[config.mk]
export PLATFORM = sky130hd
export DESIGN_NAME = mem_port_arbiter
export DESIGN_NICKNAME = d
export VERILOG_FILES = /design/src/rtl/arb_pkg.sv /design/src/rtl/arb_wait_cnt.sv /design/src/rtl/mem_port_arbiter.sv
export SDC_FILE = /design/constraint.sdc
export NUM_CORES = 1
export LEC_CHECK = 0
export ABC_CLOCK_PERIOD_IN_PS = 2800
export BUFFER_PORTS_ARGS = -buffer_cell sky130_fd_sc_hd__buf_4
export CELL_PAD_IN_SITES_DETAIL_PLACEMENT = 0
export CELL_PAD_IN_SITES_GLOBAL_PLACEMENT = 1
export CORE_MARGIN = 1.5
export CORE_UTILIZATION = 36
export CTS_CLUSTER_DIAMETER = 100
export CTS_CLUSTER_SIZE = 8
export DETAILED_ROUTE_END_ITERATION = 10
export PLACE_DENSITY = 0.87
export SLEW_MARGIN = 20
export SYNTH_ARGS = -nofsm -noshare
export SYNTH_HDL_FRONTEND = slang
export SYNTH_SLANG_ARGS = --single-unit
[constraint.sdc]
create_clock -name clock -period 2.8 [get_ports clock]
set_clock_uncertainty 0.15 [all_clocks]
set_input_delay 0.56 -clock clock [delete_from_list [all_inputs] [get_ports clock]]
set_output_delay 0.56 -clock clock [all_outputs]
set_load 0.005 [all_outputs]
[src/rtl/arb_pkg.sv]
// Shared definitions for the memory port arbiter and its helpers.
//   arb_state_t  : arbiter FSM states (IDLE, BUSY, DONE)
//   arb_owner_t  : requester identifiers (fetch, data)
//   MEM_LAT_MIN/MAX and lat_load_val(): legal access latency range and the
//   wait-counter preload derived from it.
package arb_pkg;

  typedef enum logic [1:0] {
    ST_IDLE = 2'd0,
    ST_BUSY = 2'd1,
    ST_DONE = 2'd2
  } arb_state_t;

  typedef enum logic {
    OWN_IF = 1'b0,
    OWN_D  = 1'b1
  } arb_owner_t;

  localparam int unsigned MEM_LAT_MIN = 1;
  localparam int unsigned MEM_LAT_MAX = 15;

  // Counter preload for a given latency, clamped into the legal range so an
  // out-of-range parameter can never wrap the 4-bit counter.
  function automatic logic [3:0] lat_load_val(input int unsigned lat);
    if (lat < MEM_LAT_MIN) return 4'd0;
    if (lat > MEM_LAT_MAX) return 4'(MEM_LAT_MAX - 1);
    return 4'(lat - 1);
  endfunction

endpackage

[src/rtl/arb_wait_cnt.sv]
// 4-bit loadable down-counter used to time multi-cycle memory accesses.
// Ports:
//   clock    : rising-edge clock
//   reset    : asynchronous active-low reset (count -> 0)
//   load     : load load_val on the next edge (has priority over counting)
//   load_val : preload value
//   zero     : high while the count is 0; the count saturates at 0
module arb_wait_cnt (
  input  logic       clock,
  input  logic       reset,
  input  logic       load,
  input  logic [3:0] load_val,
  output logic       zero
);

  logic [3:0] cnt;

  always_ff @(posedge clock or negedge reset) begin
    if (!reset) begin
      cnt <= '0;
    end else if (load) begin
      cnt <= load_val;
    end else if (cnt != '0) begin
      cnt <= cnt - 4'd1;
    end
  end

  assign zero = (cnt == '0);

endmodule

[src/rtl/mem_port_arbiter.sv]
// Shares one single-ported memory between the instruction-fetch path and
// the load/store data path. One access at a time: accept, MEM_LAT busy
// cycles driving the memory, one DONE cycle returning data and a valid pulse.
// Ports:
//   clock, reset                     : clock, async active-low reset
//   if_req/if_addr -> if_gnt/if_valid/if_rdata : fetch requester
//   d_req/d_wen/d_addr/d_wdata -> d_gnt/d_valid/d_rdata : data requester
//   mem_ren/mem_wen/mem_addr/mem_din, mem_dout : memory side
// Parameters: AW address width, DW data width, MEM_LAT access cycles (1..15).
// Build option: define ARB_FAIR_EN for round-robin arbitration; otherwise
// data always wins over fetch.
module mem_port_arbiter
  import arb_pkg::*;
#(
  parameter int unsigned AW      = 32,
  parameter int unsigned DW      = 32,
  parameter int unsigned MEM_LAT = 1
) (
  input  logic          clock,
  input  logic          reset,
  input  logic          if_req,
  input  logic [AW-1:0] if_addr,
  output logic          if_gnt,
  output logic          if_valid,
  output logic [DW-1:0] if_rdata,
  input  logic          d_req,
  input  logic          d_wen,
  input  logic [AW-1:0] d_addr,
  input  logic [DW-1:0] d_wdata,
  output logic          d_gnt,
  output logic          d_valid,
  output logic [DW-1:0] d_rdata,
  output logic          mem_ren,
  output logic          mem_wen,
  output logic [AW-1:0] mem_addr,
  output logic [DW-1:0] mem_din,
  input  logic [DW-1:0] mem_dout
);

  localparam logic [3:0] WAIT_LOAD = lat_load_val(MEM_LAT);

  arb_state_t state, state_nxt;
  arb_owner_t owner, owner_nxt, pick;
  logic       op_wen, op_wen_nxt;
  logic       accept, wait_zero;

  logic          if_gnt_nxt, if_valid_nxt, d_gnt_nxt, d_valid_nxt;
  logic          mem_ren_nxt, mem_wen_nxt;
  logic [AW-1:0] mem_addr_nxt;
  logic [DW-1:0] mem_din_nxt, if_rdata_nxt, d_rdata_nxt;

  arb_wait_cnt u_wait_cnt (
    .clock    (clock),
    .reset    (reset),
    .load     (accept),
    .load_val (WAIT_LOAD),
    .zero     (wait_zero)
  );

  // Requests are sampled in IDLE and also on the edge leaving DONE, which
  // gives back-to-back service without an extra idle cycle.
  assign accept = ((state == ST_IDLE) || (state == ST_DONE)) && (if_req || d_req);

`ifdef ARB_FAIR_EN
  arb_owner_t last_own;

  always_ff @(posedge clock or negedge reset) begin
    if (!reset) begin
      last_own <= OWN_IF;
    end else if (accept) begin
      last_own <= pick;
    end
  end

  always_comb begin
    if (if_req && d_req) begin
      pick = (last_own == OWN_D) ? OWN_IF : OWN_D;
    end else begin
      pick = d_req ? OWN_D : OWN_IF;
    end
  end
`else
  always_comb begin
    pick = d_req ? OWN_D : OWN_IF;
  end
`endif

  // State register (plus the captured owner and access type).
  always_ff @(posedge clock or negedge reset) begin
    if (!reset) begin
      state  <= ST_IDLE;
      owner  <= OWN_IF;
      op_wen <= 1'b0;
    end else begin
      state  <= state_nxt;
      owner  <= owner_nxt;
      op_wen <= op_wen_nxt;
    end
  end

  // Next-state logic.
  always_comb begin
    state_nxt  = state;
    owner_nxt  = owner;
    op_wen_nxt = op_wen;
    if (accept) begin
      state_nxt  = ST_BUSY;
      owner_nxt  = pick;
      op_wen_nxt = (pick == OWN_D) && d_wen;
    end else begin
      unique case (state)
        ST_BUSY: if (wait_zero) state_nxt = ST_DONE;
        ST_DONE: state_nxt = ST_IDLE;
        default: state_nxt = ST_IDLE;
      endcase
    end
  end

  // Output logic: next values of the registered outputs.
  always_comb begin
    if_gnt_nxt   = 1'b0;
    if_valid_nxt = 1'b0;
    d_gnt_nxt    = 1'b0;
    d_valid_nxt  = 1'b0;
    mem_ren_nxt  = 1'b0;
    mem_wen_nxt  = 1'b0;
    mem_addr_nxt = mem_addr;
    mem_din_nxt  = mem_din;
    if_rdata_nxt = if_rdata;
    d_rdata_nxt  = d_rdata;
    if (accept) begin
      if (pick == OWN_D) begin
        d_gnt_nxt    = 1'b1;
        mem_addr_nxt = d_addr;
        mem_din_nxt  = d_wdata;
        mem_ren_nxt  = !d_wen;
        mem_wen_nxt  = d_wen;   // single write: only the first BUSY cycle
      end else begin
        if_gnt_nxt   = 1'b1;
        mem_addr_nxt = if_addr;
        mem_ren_nxt  = 1'b1;
      end
    end else if (state == ST_BUSY) begin
      if (wait_zero) begin
        if (owner == OWN_D) begin
          d_valid_nxt = 1'b1;
          if (!op_wen) d_rdata_nxt = mem_dout;
        end else begin
          if_valid_nxt = 1'b1;
          if_rdata_nxt = mem_dout;
        end
      end else begin
        mem_ren_nxt = !op_wen;
      end
    end
  end

  always_ff @(posedge clock or negedge reset) begin
    if (!reset) begin
      if_gnt   <= 1'b0;
      if_valid <= 1'b0;
      d_gnt    <= 1'b0;
      d_valid  <= 1'b0;
      mem_ren  <= 1'b0;
      mem_wen  <= 1'b0;
      mem_addr <= '0;
      mem_din  <= '0;
      if_rdata <= '0;
      d_rdata  <= '0;
    end else begin
      if_gnt   <= if_gnt_nxt;
      if_valid <= if_valid_nxt;
      d_gnt    <= d_gnt_nxt;
      d_valid  <= d_valid_nxt;
      mem_ren  <= mem_ren_nxt;
      mem_wen  <= mem_wen_nxt;
      mem_addr <= mem_addr_nxt;
      mem_din  <= mem_din_nxt;
      if_rdata <= if_rdata_nxt;
      d_rdata  <= d_rdata_nxt;
    end
  end

endmodule
==> results.py <==
metrics = {
    "final_layout": {
        "fin_area_um2": 8740,
        "finalNonFillerCells": 926,
        "post_route_cells_drive_above_1_share_pct": 57.5,
        "nets": 832,
        "n_antenna_cell": 0,
        "syn_to_final_growth_pct": 47.6,
    },
    "worst_hold_path": {
        "hold_path_end": "mem_addr[11]",
        "min_path_cells": 3,
        "min-delay-start": "d_addr[11]",
        "min-delay-path-class": "in -> reg",
    },
    "setup_path": {
        "ff2ff_path_depth": 5,
        "r2r-start": "u_wait_cnt.cnt[0]",
        "cp-end-kind": "register",
        "r2r_slack_ps": 180,
        "arrival_ps": 2770,
        "startpoint_type": "register",
        "critPathBufInv": 1,
        "crit_family": "simple AND/OR/NAND/NOR gates",
        "r2r-end": "d_rdata[5]",
        "critPathRequiredTime_ps": 2950,
        "crit_path_max_incr_delay_ps": 790,
        "crit_start": "u_wait_cnt.cnt[0]",
        "crit_chain": "inv_1, ha_1, or3b_4, or4_4, mux2_4",
        "crit_path_top_delay_cell": "or4_4",
        "crit_fanout": 32,
        "worstSetupPathType": "reg -> reg",
    },
    "clock_tree": {
        "cts_max_level": 4,
        "cts_inserted_buffers": 17,
        "ctsResizeCount": 0,
        "cts_sinks": 142,
        "clk_pin_slew_worst_paths_ps": 60,
        "clk_latency_ps": 410,
        "clk_path_buf_depth": 2,
        "cts.root.buffer_cell": "clkbuf_16",
        "cts_setup_buffers": 0,
        "cts_tree": "built",
    },
    "route": {
        "antenna_left": 0,
        "drt_iter0_drc": 192,
        "via_per_inst": 4.92,
        "drc_errors": 0,
        "wire_per_inst_um": 17.0,
        "drtPass1Iterations": 4,
        "num_vias": 4556,
        "routed_wl_mm": 15.7,
    },
    "power_and_ir_drop": {
        "p_switching_mw": 3.07,
        "p_leak_nw": 4.20,
        "peakVddDrop_mv": 0.449,
        "intPower_mw": 7.12,
        "power_frac_comb_pct": 40.2,
        "seq_power_share_pct": 36.6,
        "power.share.switching_pct": 30.2,
        "power_frac_clock_pct": 23.3,
        "p_per_area_nw_per_um2": 1170,
    },
    "synthesis": {
        "yosysWarnings": 0,
        "ys_ff_latch": 142,
        "synth_ff_type": "dfrtp_1",
        "syn_nets": 567,
        "yosysTopAreaCell": "dfrtp_1",
        "yosysSeqAreaShare_pct": 60.0,
        "synth.most_common_cell": "dfrtp_1",
        "ys_top_cells_by_count": "dfrtp_1, mux2_2, a21oi_1, nor2b_1, o21ai_0",
        "synth_edf_count": 0,
        "syn_inst": 432,
        "netlist.area_leader.share_pct": 60.0,
        "synthTopCellsByArea": "dfrtp_1, mux2_2, mux2_4",
        "avgSynthCellArea_um2": 13.7,
        "async_flop_share_pct": 100,
        "ys_types": 29,
        "syn-cell-area_um2": 5920,
    },
    "global_route": {
        "grt_pass1_vias": 4873,
        "grt_pass1_wl_mm": 25.1,
        "gr-usage-all-layers_pct": 18.4,
        "grt_antenna_before_repair": 0,
        "overflow": 0,
        "grt_max_degree": 80,
    },
    "floorplan": {
        "die_w_um": 131,
        "dieHeight_um": 131,
        "coreArea_um2": 16000,
        "initial_utilization_pct": 37.0,
        "rows": 46,
        "die_area_um2": 17200,
        "ios": 267,
    },
    "placed_design": {
        "routabilityCongestion": 0.845,
        "dp.final_hpwl_mm": 11.2,
        "postPlaceCellArea_um2": 8110,
        "io_buffers": 266,
        "post-place-cells": 893,
    },
    "run": {
        "maxCapViolCount": 0,
    },
    "timing": {
        "period_needed_ps": 2620,
        "rsz0062_at_grt": "false",
        "whs_ps": 217,
        "finalHoldViolations": 0,
        "tightest_slew_ps": 624,
        "relSlewSlack_pct": 58.2,
        "finalMaxSlewViolations": 0,
        "timing.fmax_mhz": 381,
        "setup_tns_ps": 0,
        "final.period_utilization_pct": 93.6,
        "setup_viol": 0,
    },
    "outcome": {
        "outcome": "complete, no violations",
    },
}
==> power groups by stage <==
| stage | Clock [mW] | Combinational [mW] | Sequential (mW) |
|---|---|---|---|
| 2_1_floorplan | 0 | 1.99 | 3.73 |
| 3_3_place_gp | 0 | 3.98 | 3.69 |
| 3_5_place_dp | 0 | 4.14 | 3.74 |
| 4_1_cts | 2.43 | 4.14 | 3.72 |
| 5_1_grt | 2.51 | 4.41 | 3.85 |
| 6_report | 2.37 | 4.09 | 3.73 |
==> through the flow <==
step	util, %	total power, mW	setup WS [ps]
final	54.6	10.2	179
after global placement	50.7	7.67	268
after detailed placement	50.7	7.88	194
after floorplan	-	5.72	432
after global routing	54.6	10.8	110
after CTS	54.6	10.3	184
==> cell type report <==
type	instances	area [µm²]
clock buffers	19	443
clock inverters	13	178
repair buffers	275	2100
fillers	1348	7260
inverters	4	15.0
multi-input cells	257	2180
well taps	216	270
flip-flops and latches	142	3550
==> sequential cells by signal, indices dropped and copies added (netlist names), 2 cells and up <==
signal          count
d_rdata            32
if_rdata           32
mem_addr           32
mem_din            32
u_wait_cnt.cnt      4
state               2
==> tightest hold or removal path, delay by kind of cell <==
kind / cells / cell delay (ps)
buffers and inverters: 1 / 80
AO/OA/AOI/OAI: 2 / 110
==> worst max path at each step <==
stage / endpoint / cells after the start
2_1_floorplan: d_rdata[0] / 7
3_3_place_gp: d_rdata[5] / 5
3_5_place_dp: d_rdata[5] / 5
4_1_cts: d_rdata[5] / 5
5_1_grt: d_rdata[5] / 5
6_report: d_rdata[5] / 5
==> cells by family after synthesis <==
kind of cell	count (synthesis)	share of synthesized area [%]
AOI/OAI and AO/OA	102	10.1
buffers and inverters	33	3.23
xor gates and xnor gates	1	0.148
adders and majority gates	2	0.423
muxes	97	20.3
and+or+nand+nor	55	5.77
DFF	142	60.0
==> per-layer routing <==
metal / vias up / GRT usage, % / share of wire [%]
met5: - / 0 / 0
met4: 0 / 7.12 / 1.9
met3: 23 / 5.94 / 7.2
met2: 210 / 30.8 / 49
met1: 2262 / 22.0 / 42
li1: 2061 / - / -
==> placed cells by master (no fill, tap or decap), drive strengths merged, types with 3 or more instances in the layout <==
master  synthesis  final
buf            13    274
dfrtp         142    142
mux2           96     96
a21oi          35     35
nor2b          35     35
o21ai          33     33
a22oi          32     32
clkbuf         16     19
inv             4     10
nor2            7      7
bufinv          0      3
clkinv          0      3
==> timing repair <==
item                                   in CTS  in global routing
setup endpoints to repair                   0                  0
hold buffers                                1                  0
endpoints found under the hold margin      33                  0
Note: power is estimated with default switching activity, not from simulation.
